$ cat config.mk
export PLATFORM = sky130hd
export DESIGN_NAME = image_fade_ctrl_flat
export DESIGN_NICKNAME = d
export VERILOG_FILES = /design/src/rtl/image_pkg.sv /design/src/rtl/image_fade_ctrl_if.sv /design/src/rtl/frame_step_div.sv /design/src/rtl/image_fade_ctrl.sv /design/src/flat_wrapper.sv
export SDC_FILE = /design/constraint.sdc
export NUM_CORES = 1
export LEC_CHECK = 0
export CORE_MARGIN = 3
export CORE_UTILIZATION = 48
export CTS_CLUSTER_SIZE = 8
export DETAILED_ROUTE_END_ITERATION = 8
export MAX_ROUTING_LAYER = met4
export PLACE_DENSITY = 0.75
export SYNTH_ARGS = -nofsm -noshare
export SYNTH_HDL_FRONTEND = slang
export SYNTH_SLANG_ARGS = --single-unit
$ cat constraint.sdc
create_clock -name clk -period 1.8 [get_ports clk]
set_input_delay 0.36 -clock clk [delete_from_list [all_inputs] [get_ports clk]]
set_output_delay 0.36 -clock clk [all_outputs]
set_load 0.02 [all_outputs]
$ cat src/rtl/image_pkg.sv
// Shared types and constants for the image cross-fade controller.
// Holds image index width, default blend width and FSM encoding.
package image_pkg;
  localparam int IMG_IDX_W   = 2;
  localparam int ALPHA_W_DEF = 4;

  localparam logic [0:0] IDLE = 1'b0;
  localparam logic [0:0] FADE = 1'b1;
endpackage

$ cat src/rtl/image_fade_ctrl_if.sv
// Image select / fade status bundle between a requester and the fader.
// master drives the request side; slave is the fade controller.
interface image_fade_ctrl_if
  import image_pkg::*;
#(
  parameter int ALPHA_W = ALPHA_W_DEF
) ();
  logic [IMG_IDX_W-1:0] image_index;
  logic                 frame_start;
  logic [IMG_IDX_W-1:0] cur_image;
  logic [IMG_IDX_W-1:0] next_image;
  logic [ALPHA_W-1:0]   alpha;
  logic                 busy;
  logic                 swap_done;

  modport master (
    output image_index, frame_start,
    input  cur_image, next_image, alpha, busy, swap_done
  );

  modport slave (
    input  image_index, frame_start,
    output cur_image, next_image, alpha, busy, swap_done
  );
endinterface

$ cat src/rtl/frame_step_div.sv
// Divides frame_start ticks into alpha steps of FRAMES_PER_STEP frames.
// step is high on the tick that completes a group.
module frame_step_div #(
  parameter int FRAMES_PER_STEP = 2
) (
  input  logic clk,
  input  logic reset_n,
  input  logic clr,
  input  logic tick,
  output logic step
);
  localparam logic [7:0] LAST = 8'(FRAMES_PER_STEP - 1);

  logic [7:0] cnt;

  always_ff @(posedge clk) begin
    if (!reset_n) begin
      cnt <= '0;
    end else if (clr) begin
      cnt <= '0;
    end else if (tick) begin
      cnt <= (cnt == LAST) ? 8'd0 : cnt + 8'd1;
    end
  end

  assign step = tick & ~clr & (cnt == LAST);
endmodule

$ cat src/rtl/image_fade_ctrl.sv
// Two-state cross-fade controller between displayed images.
// IMAGE_FADE_EN enables alpha ramping; otherwise swaps on one frame.
module image_fade_ctrl
  import image_pkg::*;
#(
  parameter int FRAMES_PER_STEP = 2,
  parameter int ALPHA_W         = ALPHA_W_DEF
) (
  input logic              clk,
  input logic              reset_n,
  image_fade_ctrl_if.slave io
);
  if (FRAMES_PER_STEP < 1 || FRAMES_PER_STEP > 255) begin : g_bad_fps
    $error("FRAMES_PER_STEP must be 1..255");
  end

  logic [0:0]           state;
  logic [IMG_IDX_W-1:0] cur;
  logic [IMG_IDX_W-1:0] nxt;
  logic                 busy;
  logic                 done;
  logic                 step;
  logic                 last;

`ifdef IMAGE_FADE_EN
  localparam int DIV = FRAMES_PER_STEP;
  localparam logic [ALPHA_W-1:0] ALPHA_MAX = '1;

  logic [ALPHA_W-1:0] alpha_q;

  assign last = (alpha_q == ALPHA_MAX);

  always_ff @(posedge clk) begin
    if (!reset_n || state == IDLE || (step && last)) begin
      alpha_q <= '0;
    end else if (step) begin
      alpha_q <= alpha_q + 1'b1;
    end
  end

  assign io.alpha = alpha_q;
`else
  localparam int DIV = 1;

  assign last     = 1'b1;
  assign io.alpha = '0;
`endif

  // Cleared while idle so the entry-cycle frame_start is never counted
  frame_step_div #(
    .FRAMES_PER_STEP(DIV)
  ) u_div (
    .clk    (clk),
    .reset_n(reset_n),
    .clr    (state == IDLE),
    .tick   (io.frame_start),
    .step   (step)
  );

  always_ff @(posedge clk) begin
    if (!reset_n) begin
      state <= IDLE;
      cur   <= '0;
      nxt   <= '0;
      busy  <= 1'b0;
      done  <= 1'b0;
    end else begin
      done <= 1'b0;
      unique case (1'b1)
        state == IDLE: begin
          if (io.image_index != cur) begin
            nxt   <= io.image_index;
            busy  <= 1'b1;
            state <= FADE;
          end
        end
        state == FADE: begin
          if (step && last) begin
            cur   <= nxt;
            busy  <= 1'b0;
            done  <= 1'b1;
            state <= IDLE;
          end
        end
      endcase
    end
  end

  assign io.cur_image  = cur;
  assign io.next_image = nxt;
  assign io.busy       = busy;
  assign io.swap_done  = done;
endmodule

$ cat src/flat_wrapper.sv
// flat-port wrapper written by rule: the top's interface ports become plain ports
module image_fade_ctrl_flat import image_pkg::*;
#(
  parameter int FRAMES_PER_STEP = 2,
  parameter int ALPHA_W         = ALPHA_W_DEF
)
  (clk, reset_n, io_image_index, io_frame_start, io_cur_image, io_next_image, io_alpha, io_busy, io_swap_done);
  image_fade_ctrl_if #(.ALPHA_W(ALPHA_W)) io_i ();
  input logic clk;
  input logic reset_n;
  input wire logic [$bits(io_i.image_index)-1:0] io_image_index;
  input wire logic [$bits(io_i.frame_start)-1:0] io_frame_start;
  output wire logic [$bits(io_i.cur_image)-1:0] io_cur_image;
  output wire logic [$bits(io_i.next_image)-1:0] io_next_image;
  output wire logic [$bits(io_i.alpha)-1:0] io_alpha;
  output wire logic [$bits(io_i.busy)-1:0] io_busy;
  output wire logic [$bits(io_i.swap_done)-1:0] io_swap_done;
  assign io_i.image_index = io_image_index;
  assign io_i.frame_start = io_frame_start;
  assign io_cur_image = io_i.cur_image;
  assign io_next_image = io_i.next_image;
  assign io_alpha = io_i.alpha;
  assign io_busy = io_i.busy;
  assign io_swap_done = io_i.swap_done;
  image_fade_ctrl #(.FRAMES_PER_STEP(FRAMES_PER_STEP), .ALPHA_W(ALPHA_W)) u_core (.clk(clk), .reset_n(reset_n), .io(io_i));
endmodule
---- After elaboration in Yosys (flattened, before gate mapping) ----
Index checks and enable logic that the tools add are counted.
cells by class
  add/subtract/negate cells ............... 1
  $mul .................................... 0
  divide/modulo/power cells ............... 0
  magnitude comparators ................... 0
  eq/ne operators ......................... 3
  shift operators ......................... 0
  muxes and demuxes ....................... 8
  bitwise logic cells ..................... 3
  reduce and logical (&&, ||, !) cells .... 5
operators by type and width
  kind                                                              count
  8-bit by 1-bit adder with 8-bit output (second input constant)    1
  8-bit zero test                                                   1
  8-bit 2-to-1 mux                                                  1
  2-bit AND reduction                                               4
  1-bit 2-to-1 mux                                                  5
  1-bit one-hot mux with 2 select lines                             2
  1-bit AND                                                         2
  2-bit by 1-bit != test with 1-bit output (second input constant)  1
  2-bit != test                                                     1
  2-bit != test (second input constant)                             1
  1-bit inverter                                                    1
storage, ports and cells
  bits in registers ....................... 15
  bits in latches ......................... 0
  bits in writable memories ............... 0
  memory bits (read-only) ................. 0
  bits of input ports ..................... 5
  output and inout port bits .............. 10
  word-level logic and storage cells ...... 26
  memories kept ........................... 0

---- Depth between registers and ports, before layout ----
  word-level depth ........................ 4
  gate-level depth with buffers ........... 5
  gate-level depth less buffers ........... 5

---- Hierarchy ----
From an unflattened synthesis, not the netlist that was laid out.
second synthesis, totals
  cells, all modules ...................... 84
  area total of the unflattened synthesis .. 730.7 µm²
by module, submodules not included
  module           times used  cells each  area an instance (µm²)  sequential area each (µm²)
  frame_step_div   1           45          401.6                   160.2
  image_fade_ctrl  1           39          329.1                   140.1

---- Least setup slack after synthesis ----
OpenSTA, ideal clock, no wires.
  path type ............................... register -> register
  start point ............................. register u_core.u_div.cnt[0]
  end point ............................... register u_core.busy (netlist: u_core.io.busy)
  setup time .............................. 0.116 ns
  data arrival time ....................... 1.151 ns
  required time ........................... 1.684 ns
  setup slack ............................. 0.533 ns
  stages on the path, launching flop included .. 6
  buffers on the path ..................... 0
  period minus slack after synthesis ...... 1.267 ns
  cells stage by stage .................... dfxtp_1 > inv_1 > ha_1 > nor4b_2 > nand3_1 > o211a_1
on the way
  cells in the longest elaborated chain, start to end .. 4
RTL lines
  what                                  line                   text
  start, declared                       frame_step_div.sv:14   logic [7:0] cnt;
  start signal, assigned                frame_step_div.sv:22   cnt <= (cnt == LAST) ? 8'd0 : cnt + 8'd1;
  8-bit zero test                       frame_step_div.sv:26   assign step = tick & ~clr & (cnt == LAST);
  1-bit AND                             frame_step_div.sv:26
  2-bit != test (no source line)        n/a
  2-bit AND reduction (no source line)  n/a
  end signal, assigned                  image_fade_ctrl.sv:65  busy <= 1'b0;
  end signal, assigned                  image_fade_ctrl.sv:73  busy <= 1'b1;
  end signal, assigned                  image_fade_ctrl.sv:80  busy <= 1'b0;
  end, declared                         image_fade_ctrl.sv:20  logic busy;
Every way passes these cells.
A chain may end at the register's enable or synchronous reset.

---- Worst setup path after layout ----
  start point ............................. register u_core.cur[0] (netlist: u_core.io.cur_image[0])
  end point ............................... output io_cur_image[0]
RTL lines
  what                    line                   text
  start, declared         image_fade_ctrl.sv:18  logic [IMG_IDX_W-1:0] cur;
  start signal, assigned  image_fade_ctrl.sv:79  cur <= nxt;
  end, declared           flat_wrapper.sv:13     output wire logic [$bits(io_i.cur_image)-1:0] io_cur_image;
No word-level cell between the ends.

==> flow_metrics.tcl <==
set metrics [dict create \
    outcome "completed" \
    combinational_family_with_the_most_area_after_synthesis "simple AND/OR/NAND/NOR gates" \
    crit_type "flip-flop to output pin" \
    overall_via_count_from_detail_route 532 \
    effective_utilization_at_floorplan 0.5301 \
    clock.fmax_mhz 614.3 \
    synth-compound-area-share 0.09965 \
    hold-path-cell-count 2 \
    synth_adder_area_share 0.03497 \
    regToRegSetupSlack_ps 350 \
    syn-cell-area_um2 715.7 \
    port_buffers 10 \
    max_stage_delay_ps 620 \
    clock-root-buffer "clkbuf_4" \
    grt_first_pass_wirelength_um 1945 \
    layout.cells.non_filler 103 \
    cts_repair_resize_count 0 \
    synth_edf_count 0 \
    finalSetupViolations 0 \
    hold_end "u_core.io.next_image[0]" \
    static-leakage-power_nw 0.3321 \
    ys_warn_count 0 \
    crit_slowest_cell "clkdlybuf4s50_1" \
    worstPathRequired_ps 1440 \
    async_flop_share 0 \
    die_x_um 44.62 \
    hold_path_startpoint "u_core.io.next_image[0]" \
    coreArea_um2 1350 \
    num-nets-final 96 \
    chipHeight_um 44.62 \
    wl_um 1168 \
    pwr_density_cell_nw_per_um2 748.9 \
    hold_viol 0 \
    ir_worst_vdd_uv 429.1 \
    synth-seq-area-share 0.4196 \
    setup.worst_path.start_class "flip-flop" \
    drt.antenna.violating_nets 0 \
    worst_skew_ps 1.083 \
    rsz0062_at_grt "false" \
    fp.dieArea_um2 1991 \
    cell_type_group_with_the_largest_total_delay_on_the_critical_path "buffers and inverters" \
    worstHoldPathType "flip-flop to flip-flop" \
    syn_area_per_cell_um2 9.542 \
    initial_antenna_violation_count 0 \
    flow.area_growth_from_synthesis_pct 18.53 \
    cp_num_buf_inv 1 \
    critical_path_peak_fanout 3 \
    overflow 0 \
    drc_errors 0 \
    critPathCaptureType "output pin" \
    globalRouteTotalUtil 0.1373 \
    layout.cells.most_common "dfxtp_1" \
    layout-drive-gt1-share 0.1023 \
    muxShareOfSynthArea 0.06993 \
    worstPathCellList "clkdlybuf4s50_1" \
    first_global_vias 458 \
    reg2reg_to "u_core.io.busy" \
    final.period_utilization 0.9044 \
    post-route-min-period_ps 1628 \
    yosysUniqueCellTypes 25 \
    detailed_placement_wirelength_estimate_um 864.4 \
    clk_transition_reported_paths_ps 90 \
    first_pass_iters 2 \
    antenna_cells_inserted 0 \
    placementRows 13 \
    post_cts_hold_buffer_count 0 \
    cts_buffer_depth 2 \
    htreeDepth 1 \
    timing.rr.start "u_core.u_div.cnt[0]" \
    synthSimpleGateAreaFrac 0.2325 \
    route.detailed.vias_per_inst 5.165 \
    final_cell_mix "dfxtp_1, nand2_1, clkdlybuf4s50_1" \
    critPathArrivalTime_ps 1270 \
    maximum_number_of_pins_on_one_net_before_global_route_repair 9 \
    drt_iter0_drc 9 \
    synth_seq_cells 15 \
    synth-xor-area-share 0.07343 \
    clock_insertion_delay_worst_skew_ps 280 \
    post_synth_inst_count 75 \
    n_fill_cell 120 \
    place_inst 99 \
    postSynth.topFlopCell "dfxtp_1" \
    setup_tns_ps 0 \
    timing.final.max_slew_violations 0 \
    design.portCount 15 \
    rr_worst_depth 5 \
    tritoncts_buffers 3 \
    post-cts-setup-buffer-count 0 \
    maxCapViolations 0 \
    clock-sinks 15 \
    gp_congestion 0.7528 \
    detail_route.wl_per_cell_um 11.34 \
    tritoncts_clock_tree "done" \
]
## power by group
group	switching [mW]	leakage (nW)	internal [mW]	total, mW
Combinational	0.0481	0.195	0.0449	0.0930
Clock	0.105	0.0150	0.0859	0.191
Sequential	0.00791	0.122	0.344	0.352
Total	0.161	0.332	0.475	0.635
## tightest hold or removal path: stages (launching register included)
cell	delay [ps]
dfxtp_1	320
nand2_1	70
mux2i_1	60
## how the worst max path moves through the flow
stage | from | to | depth (start not counted)
finish | u_core.io.cur_image[0] | io_cur_image[0] | 1
global route | u_core.io.cur_image[0] | io_cur_image[0] | 1
CTS | u_core.io.cur_image[0] | io_cur_image[0] | 1
detailed placement | io_frame_start | u_core.u_div.cnt[1] | 4
global placement | io_frame_start | u_core.io.busy | 4
floorplan | u_core.u_div.cnt[0] | u_core.io.busy | 5
## layout make-up
cell class	count	area, um2	area share
Clock buffer	4	26.28	0.03097
Inverter	2	7.507	0.008850
Multi-Input combinational cell	55	380.4	0.4484
Sequential cell	15	300.3	0.3540
Tap cell	15	18.77	0.02212
Timing Repair Buffer	12	115.1	0.1357
## state kept, by name, indices dropped and copies added (netlist names)
| signal | count |
|---|---|
| u_core.u_div.cnt | 8 |
| u_core.io.cur_image | 2 |
| u_core.io.next_image | 2 |
| u_core.io.busy | 1 |
| u_core.io.swap_done | 1 |
| u_core.state | 1 |
## logic make-up (layout without fill, tap and decap cells)
| group | count (synthesis) | after routing |
|---|---|---|
| compound gates | 11 | 11 |
| xor+xnor | 6 | 6 |
| fa+ha+maj | 2 | 2 |
| buf+inv | 8 | 18 |
| flops | 15 | 15 |
| mux | 5 | 5 |
| other cells | 1 | 4 |
| simple gates | 27 | 27 |
## per-stage QoR
step                      worst slack [ps]  cell area, um2    util  power [mW]  hold slack [ps]
final                                172.1           848.3  0.6284      0.6353            490.8
after global routing                 119.7           848.3  0.6284      0.6619            508.4
after CTS                            157.8           848.3  0.6284      0.6445            494.8
after detailed placement             22.82           822.0  0.6089      0.4526            482.4
after global placement               51.77           822.0  0.6089      0.4516            469.7
after floorplan                      533.1           726.9       -      0.4230            480.3
## cell usage after synthesis (2+ instances only)
| master | count | area share |
|---|---|---|
| a21oi_1 | 3 | 0.021 |
| buf_4 | 4 | 0.042 |
| dfxtp_1 | 15 | 0.42 |
| ha_1 | 2 | 0.035 |
| inv_1 | 2 | 0.010 |
| mux2i_1 | 5 | 0.070 |
| nand2_1 | 10 | 0.052 |
| nand3_1 | 3 | 0.021 |
| nand4_1 | 2 | 0.017 |
| nor2_1 | 6 | 0.031 |
| o21ai_0 | 3 | 0.021 |
| or3_1 | 3 | 0.026 |
| xnor2_1 | 3 | 0.037 |
| xor2_1 | 3 | 0.037 |
## per-layer routing
layer,vias up,share of wire,GRT usage
li1,278,-,-
met1,242,0.51,0.1807
met2,10,0.44,0.1891
met3,2,0.039,0.03659
met4,0,0.010,0.07229
met5,-,0,-
No activity file was read; power rests on OpenSTA's default activity.
